$ cat src/rtl/motion_estimator.sv
// Full-search block matcher: fetches an 8x8 block and a 24x24 window, scores all 17x17
// displacements one per cycle, and reports the minimum SAD and its position per block.
module motion_estimator #(
    parameter int CUR_WORDS = 16,
    parameter int REF_WORDS = 72
) (
    input  logic        clk,
    input  logic        rst,
    input  logic        en_i,
    input  logic [31:0] cur_in_i,
    input  logic [63:0] ref_in_i,
    output logic [31:0] cur_mem_addr,
    output logic [31:0] ref_mem_addr,
    output logic        cur_mem_en,
    output logic        ref_mem_en,
    output logic [13:0] MSAD,
    output logic [4:0]  MSAD_column,
    output logic [4:0]  MSAD_row,
    output logic        data_valid
);
    localparam int BLK  = 8;
    localparam int WIN  = 24;
    localparam int MAXD = WIN - BLK;

    typedef enum logic [2:0] {IDLE, LOAD_CUR, LOAD_REF, SEARCH, DONE} state_t;

    state_t      state_q, state_d;
    logic [6:0]  cnt_q, cnt_d;
    logic [4:0]  r_q, r_d, c_q, c_d;
    logic [31:0] blk_q, blk_d;
    logic [31:0] cur_addr_q, cur_addr_d, ref_addr_q, ref_addr_d;
    logic        cur_en_q, cur_en_d, ref_en_q, ref_en_d;
    logic [13:0] min_sad_q, min_sad_d;
    logic [4:0]  min_r_q, min_r_d, min_c_q, min_c_d;
    logic [13:0] msad_q, msad_d;
    logic [4:0]  msad_r_q, msad_r_d, msad_c_q, msad_c_d;
    logic        dv_q, dv_d;
    logic [7:0]  cur_pix_q [BLK*BLK];
    logic [7:0]  cur_pix_d [BLK*BLK];
    logic [7:0]  ref_pix_q [WIN*WIN];
    logic [7:0]  ref_pix_d [WIN*WIN];
    logic [13:0] sad;

    function automatic logic [7:0] abs_diff(input logic [7:0] a, input logic [7:0] b);
        return (a > b) ? (a - b) : (b - a);
    endfunction

    // SAD of the candidate at displacement (r_q, c_q), evaluated in a single cycle
    always_comb begin
        sad = '0;
        for (int y = 0; y < BLK; y++) begin
            for (int x = 0; x < BLK; x++) begin
                sad = sad + {6'd0, abs_diff(cur_pix_q[6'(y*BLK + x)],
                                            ref_pix_q[10'((y + int'(r_q)) * WIN + x + int'(c_q))])};
            end
        end
    end

    always_comb begin
        state_d    = state_q;
        cnt_d      = cnt_q;
        r_d        = r_q;
        c_d        = c_q;
        blk_d      = blk_q;
        cur_addr_d = cur_addr_q;
        ref_addr_d = ref_addr_q;
        cur_en_d   = 1'b0;
        ref_en_d   = 1'b0;
        min_sad_d  = min_sad_q;
        min_r_d    = min_r_q;
        min_c_d    = min_c_q;
        msad_d     = msad_q;
        msad_r_d   = msad_r_q;
        msad_c_d   = msad_c_q;
        dv_d       = 1'b0;
        cur_pix_d  = cur_pix_q;
        ref_pix_d  = ref_pix_q;

        case (state_q)
            IDLE: begin
                if (en_i) begin
                    state_d    = LOAD_CUR;
                    cnt_d      = '0;
                    cur_en_d   = 1'b1;
                    cur_addr_d = blk_q * 32'(CUR_WORDS);
                end
            end
            LOAD_CUR: begin
                for (int k = 0; k < 4; k++) begin
                    cur_pix_d[6'(4*int'(cnt_q) + k)] = cur_in_i[8*k +: 8];
                end
                if (cnt_q == 7'(CUR_WORDS - 1)) begin
                    state_d    = LOAD_REF;
                    cnt_d      = '0;
                    ref_en_d   = 1'b1;
                    ref_addr_d = blk_q * 32'(REF_WORDS);
                end else begin
                    cnt_d      = cnt_q + 7'd1;
                    cur_en_d   = 1'b1;
                    cur_addr_d = cur_addr_q + 32'd1;
                end
            end
            LOAD_REF: begin
                for (int k = 0; k < 8; k++) begin
                    ref_pix_d[10'(8*int'(cnt_q) + k)] = ref_in_i[8*k +: 8];
                end
                if (cnt_q == 7'(REF_WORDS - 1)) begin
                    state_d = SEARCH;
                    r_d     = '0;
                    c_d     = '0;
                end else begin
                    cnt_d      = cnt_q + 7'd1;
                    ref_en_d   = 1'b1;
                    ref_addr_d = ref_addr_q + 32'd1;
                end
            end
            SEARCH: begin
                // strict compare keeps the earliest candidate in raster order on ties
                if ((r_q == '0 && c_q == '0) || sad < min_sad_q) begin
                    min_sad_d = sad;
                    min_r_d   = r_q;
                    min_c_d   = c_q;
                end
                if (c_q == 5'(MAXD)) begin
                    c_d = '0;
                    if (r_q == 5'(MAXD)) begin
                        state_d = DONE;
                    end else begin
                        r_d = r_q + 5'd1;
                    end
                end else begin
                    c_d = c_q + 5'd1;
                end
            end
            DONE: begin
                msad_d   = min_sad_q;
                msad_r_d = min_r_q;
                msad_c_d = min_c_q;
                dv_d     = 1'b1;
                blk_d    = blk_q + 32'd1;
                if (en_i) begin
                    state_d    = LOAD_CUR;
                    cnt_d      = '0;
                    cur_en_d   = 1'b1;
                    cur_addr_d = blk_d * 32'(CUR_WORDS);
                end else begin
                    state_d = IDLE;
                end
            end
            default: state_d = IDLE;
        endcase
    end

    always_ff @(posedge clk) begin
        if (rst) begin
            state_q    <= IDLE;
            cnt_q      <= '0;
            r_q        <= '0;
            c_q        <= '0;
            blk_q      <= '0;
            cur_addr_q <= '0;
            ref_addr_q <= '0;
            cur_en_q   <= 1'b0;
            ref_en_q   <= 1'b0;
            min_sad_q  <= '0;
            min_r_q    <= '0;
            min_c_q    <= '0;
            msad_q     <= '0;
            msad_r_q   <= '0;
            msad_c_q   <= '0;
            dv_q       <= 1'b0;
        end else begin
            state_q    <= state_d;
            cnt_q      <= cnt_d;
            r_q        <= r_d;
            c_q        <= c_d;
            blk_q      <= blk_d;
            cur_addr_q <= cur_addr_d;
            ref_addr_q <= ref_addr_d;
            cur_en_q   <= cur_en_d;
            ref_en_q   <= ref_en_d;
            min_sad_q  <= min_sad_d;
            min_r_q    <= min_r_d;
            min_c_q    <= min_c_d;
            msad_q     <= msad_d;
            msad_r_q   <= msad_r_d;
            msad_c_q   <= msad_c_d;
            dv_q       <= dv_d;
        end
    end

    // pixel buffers are always fully reloaded before use, so they need no reset
    always_ff @(posedge clk) begin
        cur_pix_q <= cur_pix_d;
        ref_pix_q <= ref_pix_d;
    end

    assign cur_mem_addr = cur_addr_q;
    assign ref_mem_addr = ref_addr_q;
    assign cur_mem_en   = cur_en_q;
    assign ref_mem_en   = ref_en_q;
    assign MSAD         = msad_q;
    assign MSAD_row     = msad_r_q;
    assign MSAD_column  = msad_c_q;
    assign data_valid   = dv_q;
endmodule

$ cat config.mk
export PLATFORM = sky130hd
export DESIGN_NAME = motion_estimator
export DESIGN_NICKNAME = d
export VERILOG_FILES = /design/src/rtl/motion_estimator.sv
export SDC_FILE = /design/constraint.sdc
export NUM_CORES = 1
export LEC_CHECK = 0
export BUFFER_PORTS_ARGS = -buffer_cell sky130_fd_sc_hd__buf_2
export CAP_MARGIN = 20
export CORE_MARGIN = 4
export CORE_UTILIZATION = 50
export CTS_BUF_LIST = sky130_fd_sc_hd__clkbuf_8 sky130_fd_sc_hd__clkbuf_16
export DETAILED_ROUTE_END_ITERATION = 10
export PLACE_DENSITY = 0.84
export SLEW_MARGIN = 20
export SYNTH_ARGS = -nofsm -noshare
export SYNTH_HDL_FRONTEND = slang
export SYNTH_SLANG_ARGS = --single-unit
export TNS_END_PERCENT = 30
$ cat constraint.sdc
create_clock -name clk -period 2.95 [get_ports clk]
set_clock_uncertainty 0.2 [all_clocks]
set_input_delay 0.4425 -clock clk [delete_from_list [all_inputs] [get_ports clk]]
set_output_delay 0.4425 -clock clk [all_outputs]
set_load 0.02 [all_outputs]
# Word-level counts from Yosys, hierarchy flattened
# Index checks and enable logic that the tools add are counted.
# classes
bitwise,0
n_reduce_logical,12
order_cmp,0
div_mod_pow,0
n_shift,0
mul,1
muxes,31
eq_ne,18
add_sub_neg,6
# op_table
op,n
32-bit two-way mux,5
"32-bit by 1-bit adder with 32-bit output, second input constant",3
32-bit one-hot mux with 3 select lines,1
32-bit one-hot mux with 2 select lines,1
"32-bit by 4-bit multiplier with 29-bit output, second input constant",1
7-bit two-way mux,3
7-bit one-hot mux with 3 select lines,1
5-bit two-way mux,4
5-bit one-hot mux with 2 select lines,2
"2-bit inequality test, second input constant",9
3-bit two-way mux,5
3-bit one-hot mux with 5 select lines,1
"5-bit by 1-bit adder with 5-bit output, second input constant",2
"5-bit equality test, second input constant",2
4-bit AND reduction,2
"7-bit by 1-bit adder with 7-bit output, second input constant",1
"7-bit by 4-bit equality test with 1-bit output, second input constant",1
"7-bit equality test, second input constant",1
"3-bit by 2-bit equality test with 1-bit output, second input constant",2
1-bit two-way mux,6
3-bit AND reduction,2
3-bit nonzero test,2
5-bit AND reduction,1
1-bit one-hot mux with 2 select lines,2
other kinds (7),8
# totals
reg_bits,139
wordCells,82
latchBits,0
n_memories,0
ramBits,0
inputBits,99
mem_bits_ro,0
output_inout_bits,91

# Logic depth before layout (Yosys ltp)
# depth
depth_word,4
depth_mapped,10
mapped_depth_nobuf,10

# Worst setup path before layout
# OpenSTA, ideal clock, no wires.
# synth_timing
path_type,register -> register
start,reg blk_q[4]
end,"reg ref_addr_q[27], in the netlist ref_mem_addr[27]"
period_less_slack_ns,3.058
setup_time_ns,0.133
path_slack_ns,-0.108
n_path_buf,0
required_time_ns,2.617
arrival_ns,2.725
stages_incl_launch_ff,11
path_cell_list,dfxtp_1 > ha_1 > ha_1 > fa_1 > a211o_1 > o211ai_1 > a211oi_1 > o32a_1 > or3_1 > a21oi_1 > nor4_1
# synth_via
elab_chain_len,3
# synth_rtl
item,line,rtl
from (decl),30,"logic [31:0] blk_q, blk_d;"
from (signal assigned),177,blk_q <= blk_d;
32-bit by 4-bit multiplier with 29-bit output,96,ref_addr_d = blk_q * 32'(REF_WORDS);
32-bit two-way mux,92,if (cnt_q == 7'(CUR_WORDS - 1)) begin
32-bit one-hot mux with 2 select lines,79,case (state_q)
to (signal assigned),179,ref_addr_q <= ref_addr_d;
to (decl),31,"logic [31:0] cur_addr_q, cur_addr_d, ref_addr_q, ref_addr_d;"
# Every way passes these cells. The select of a mux whose other input is x is not followed.
# A chain may end at the register's enable or synchronous reset.

# Final worst setup path
# Ends and elaborated chain as after synthesis.

==> out/metrics.cfg <==
[sta]
max_slew_margin_pct=43.1
worst_pin_slew_ps=853
whs_ps=222
fin_crit_sh_pct=101
max_freq_ghz=0.335
min_period_ps=2990
hold_viol_final=0
drv_slew=0
fin_ws_ps=-39.3
final-setup-viol-count=1
rsz0062_at_grt=true

[critical_path]
path_delay_family=compound AO/OA/AOI/OAI gates
r2r_slack_ps=-40
critPathKind=reg -> reg
crit_required_ps=3020
crit_slowest_cell=dfxtp_4
worstSetupEndpointType=flop
start_kind=flop
critical_path.cell_chain=buf_4 > ha_1 > ha_1 > buf_4 > o211ai_1 > a211oi_2 > o32a_1 > or3_1 > a21oi_2 > nor4_2
critPathMaxFanout=3
arrival_ps=3060
path_buf_inv=2
cp_slowest_stage_delay_ps=360

[detailed_routing]
via_per_inst=6.30
drtIter0Drc=1125
antenna_left=0
vias=9669
totalWireLength_um=26700
wire_per_inst_um=17.4
remaining_drc_errors=0
drtPass1Iterations=8

[clocking]
cts_tree=built
clock_sinks=136
hold_buffers=0
clk_pin_slew_ps=60
numCtsBuffers=17
clockRootBuffer=clkbuf_16
clk_latency_ps=430
clock_path_buffers=2
htree_levels=4

[job]
maxCapViolations=0

[layout]
fin_cells=1534
regArea_um2=2740
syn_to_final_growth_pct=20.3
fillers=1455
multi_input_area_um2=6010
num-nets-final=1453
postLayoutCellArea_um2=10800
drive_gt1_share_pct=18.8
diodes=0

[synth]
netlist_top_cells_area=dfxtp_1, ha_1, a21oi_1
seq_area_frac_synth_pct=30.4
synthArstFlopShare_pct=0
syn-cell-area_um2=8950
synth.avg_cell_area_um2=7.63
synth_edf_count=0
ys_warn_count=0
synth_common_cells=dfxtp_1, nand2_1, nor2_1
yosysUniqueCellTypes=80
yosys_most_used_dff=dfxtp_1
synth_top_area_cell=dfxtp_1
synth_top_cell_area_share_pct=30.4
ys_seq_elements=136
synth.most_common_cell=dfxtp_1
syn_inst=1173

[global_route]
antenna_found_initial=0
grt_max_degree=73
grt-ovfl-total=0
grt.total_usage_pct=25.3
grt_pass1_wl_um=42600
grt_pass1_vias=8674

[floorplan]
ios=190
dieHeight_um=142
start_util_pct=51.4
fp.coreArea_um2=17400
dieArea_um2=20100
rows=48
die_w_um=142

[outcome]
violations=negative setup slack
status=finished, violations left

[placement]
hpwlAfterDp_um=17900
postPlaceCellArea_um2=10000
gp_congestion=0.934
dp_cells=1499
io_buffers=79
dp_slack_ps=-74.6

[pwr]
p_per_area_nw_per_um2=393
ir_worst_vdd_mv=0.523
leakagePower_nw=4.47

[hold_path]
hp-class=in -> reg

[flip-flops by register name (all words and copies together), names as in the netlist]
name          cells
MSAD_column       5
blk_q            29
min_c_q           5
MSAD_row          5
c_q               5
state_q           3
r_q               5
ref_mem_addr     32
min_r_q           5
cur_mem_en        1
cnt_q             7
ref_mem_en        1
cur_mem_addr     32
data_valid        1
[report_power, final]
group	switching [W]	internal, W
Combinational	0.000176	0.0000722
Clock	0.000914	0.00120
Sequential	0.0000140	0.00185
[worst reg2reg max path: stages (launching register included)]
cell and delay (ps):
dfxtp_4 360, buf_4 150, ha_1 290, ha_1 310, buf_4 150, o211ai_1 280
a211oi_2 150, o32a_1 360, or3_1 330, a21oi_2 180, nor4_2 80
[per-stage QoR]
step                      power [W]  util (%)  TNS, ps
final                       0.00422      61.8    -39.3
after global placement      0.00213      57.5    -38.5
after CTS                   0.00423      61.3        0
after detailed placement    0.00214      57.5     -165
after global routing        0.00433      61.8     -229
after floorplan             0.00208         -    -4.69
[placed cells by master (no fill, tap or decap), types with 8 or more instances in the layout]
cell type  count
a22oi_1        9
buf_2         78
o22ai_1        9
nand2_1      132
mux2i_1        8
clkbuf_16     17
xnor2_1       25
dfxtp_1      128
nand4_1       31
nor3_1        40
o211ai_1       9
o21ai_0       69
a21o_1        12
inv_1         13
a21oi_1      117
or3_1         15
buf_4         87
nor2_1       124
and3_1        20
a31oi_1       18
xor2_1        35
o21ai_1        9
nand3_1       55
ha_1          50
and4_1        13
a211oi_1      11
conb_1        14
[worst paths after layout]
| kind | start | endpoint | cells after the start |
|---|---|---|---|
| setup / recovery | blk_q[4]$_SDFFE_PP0P_ | ref_mem_addr[27]$_SDFFE_PP0P_ | 10 |
| hold / removal | en_i | state_q[0]$_SDFFE_PP0P_ | 3 |
| hold reg to reg | min_r_q[4]$_SDFFE_PP0P_ | MSAD_row[4]$_SDFFE_PP0P_ | 2 |
| setup reg to reg | blk_q[4]$_SDFFE_PP0P_ | ref_mem_addr[27]$_SDFFE_PP0P_ | 10 |
[what timing repair did]
| item | in CTS | in global routing |
|---|---|---|
| pin swaps | 8 | 14 |
| resized for setup | 9 | 20 |
| endpoints found under the setup margin | 5 | 11 |
| buffers inserted | 2 | 2 |
[kinds of logic (layout without fill, tap and decap cells)]
family          after synthesis  count (layout)  synth area share (%)
flops                       136             136                  30.4
compound gates              336             336                  23.3
fa+ha+maj                    58              58                  8.20
buf+inv                      89             212                  4.56
simple gates                482             482                  26.3
mux                          11              11                  1.27
xor+xnor                     60              60                  5.87
other cells                   1              14                0.0419
[cell type report]
cell class	instances	area share, %
clock inverters	14	1.30
repair buffers	168	10.3
flip-flops and latches	136	25.4
multi-input cells	961	55.9
inverters	12	0.419
clock buffers	18	4.08
well taps	225	2.62
[layer usage]
metal  track usage [%]  vias up  part of all wire (%)
met3              5.26       63                   9.6
met2              38.7      553                    45
met1              36.3     4500                    44
met5                 0        -                     0
li1                  -     4553                     -
met4              6.97        0                   1.6
Power figures use the tool's default switching activity.
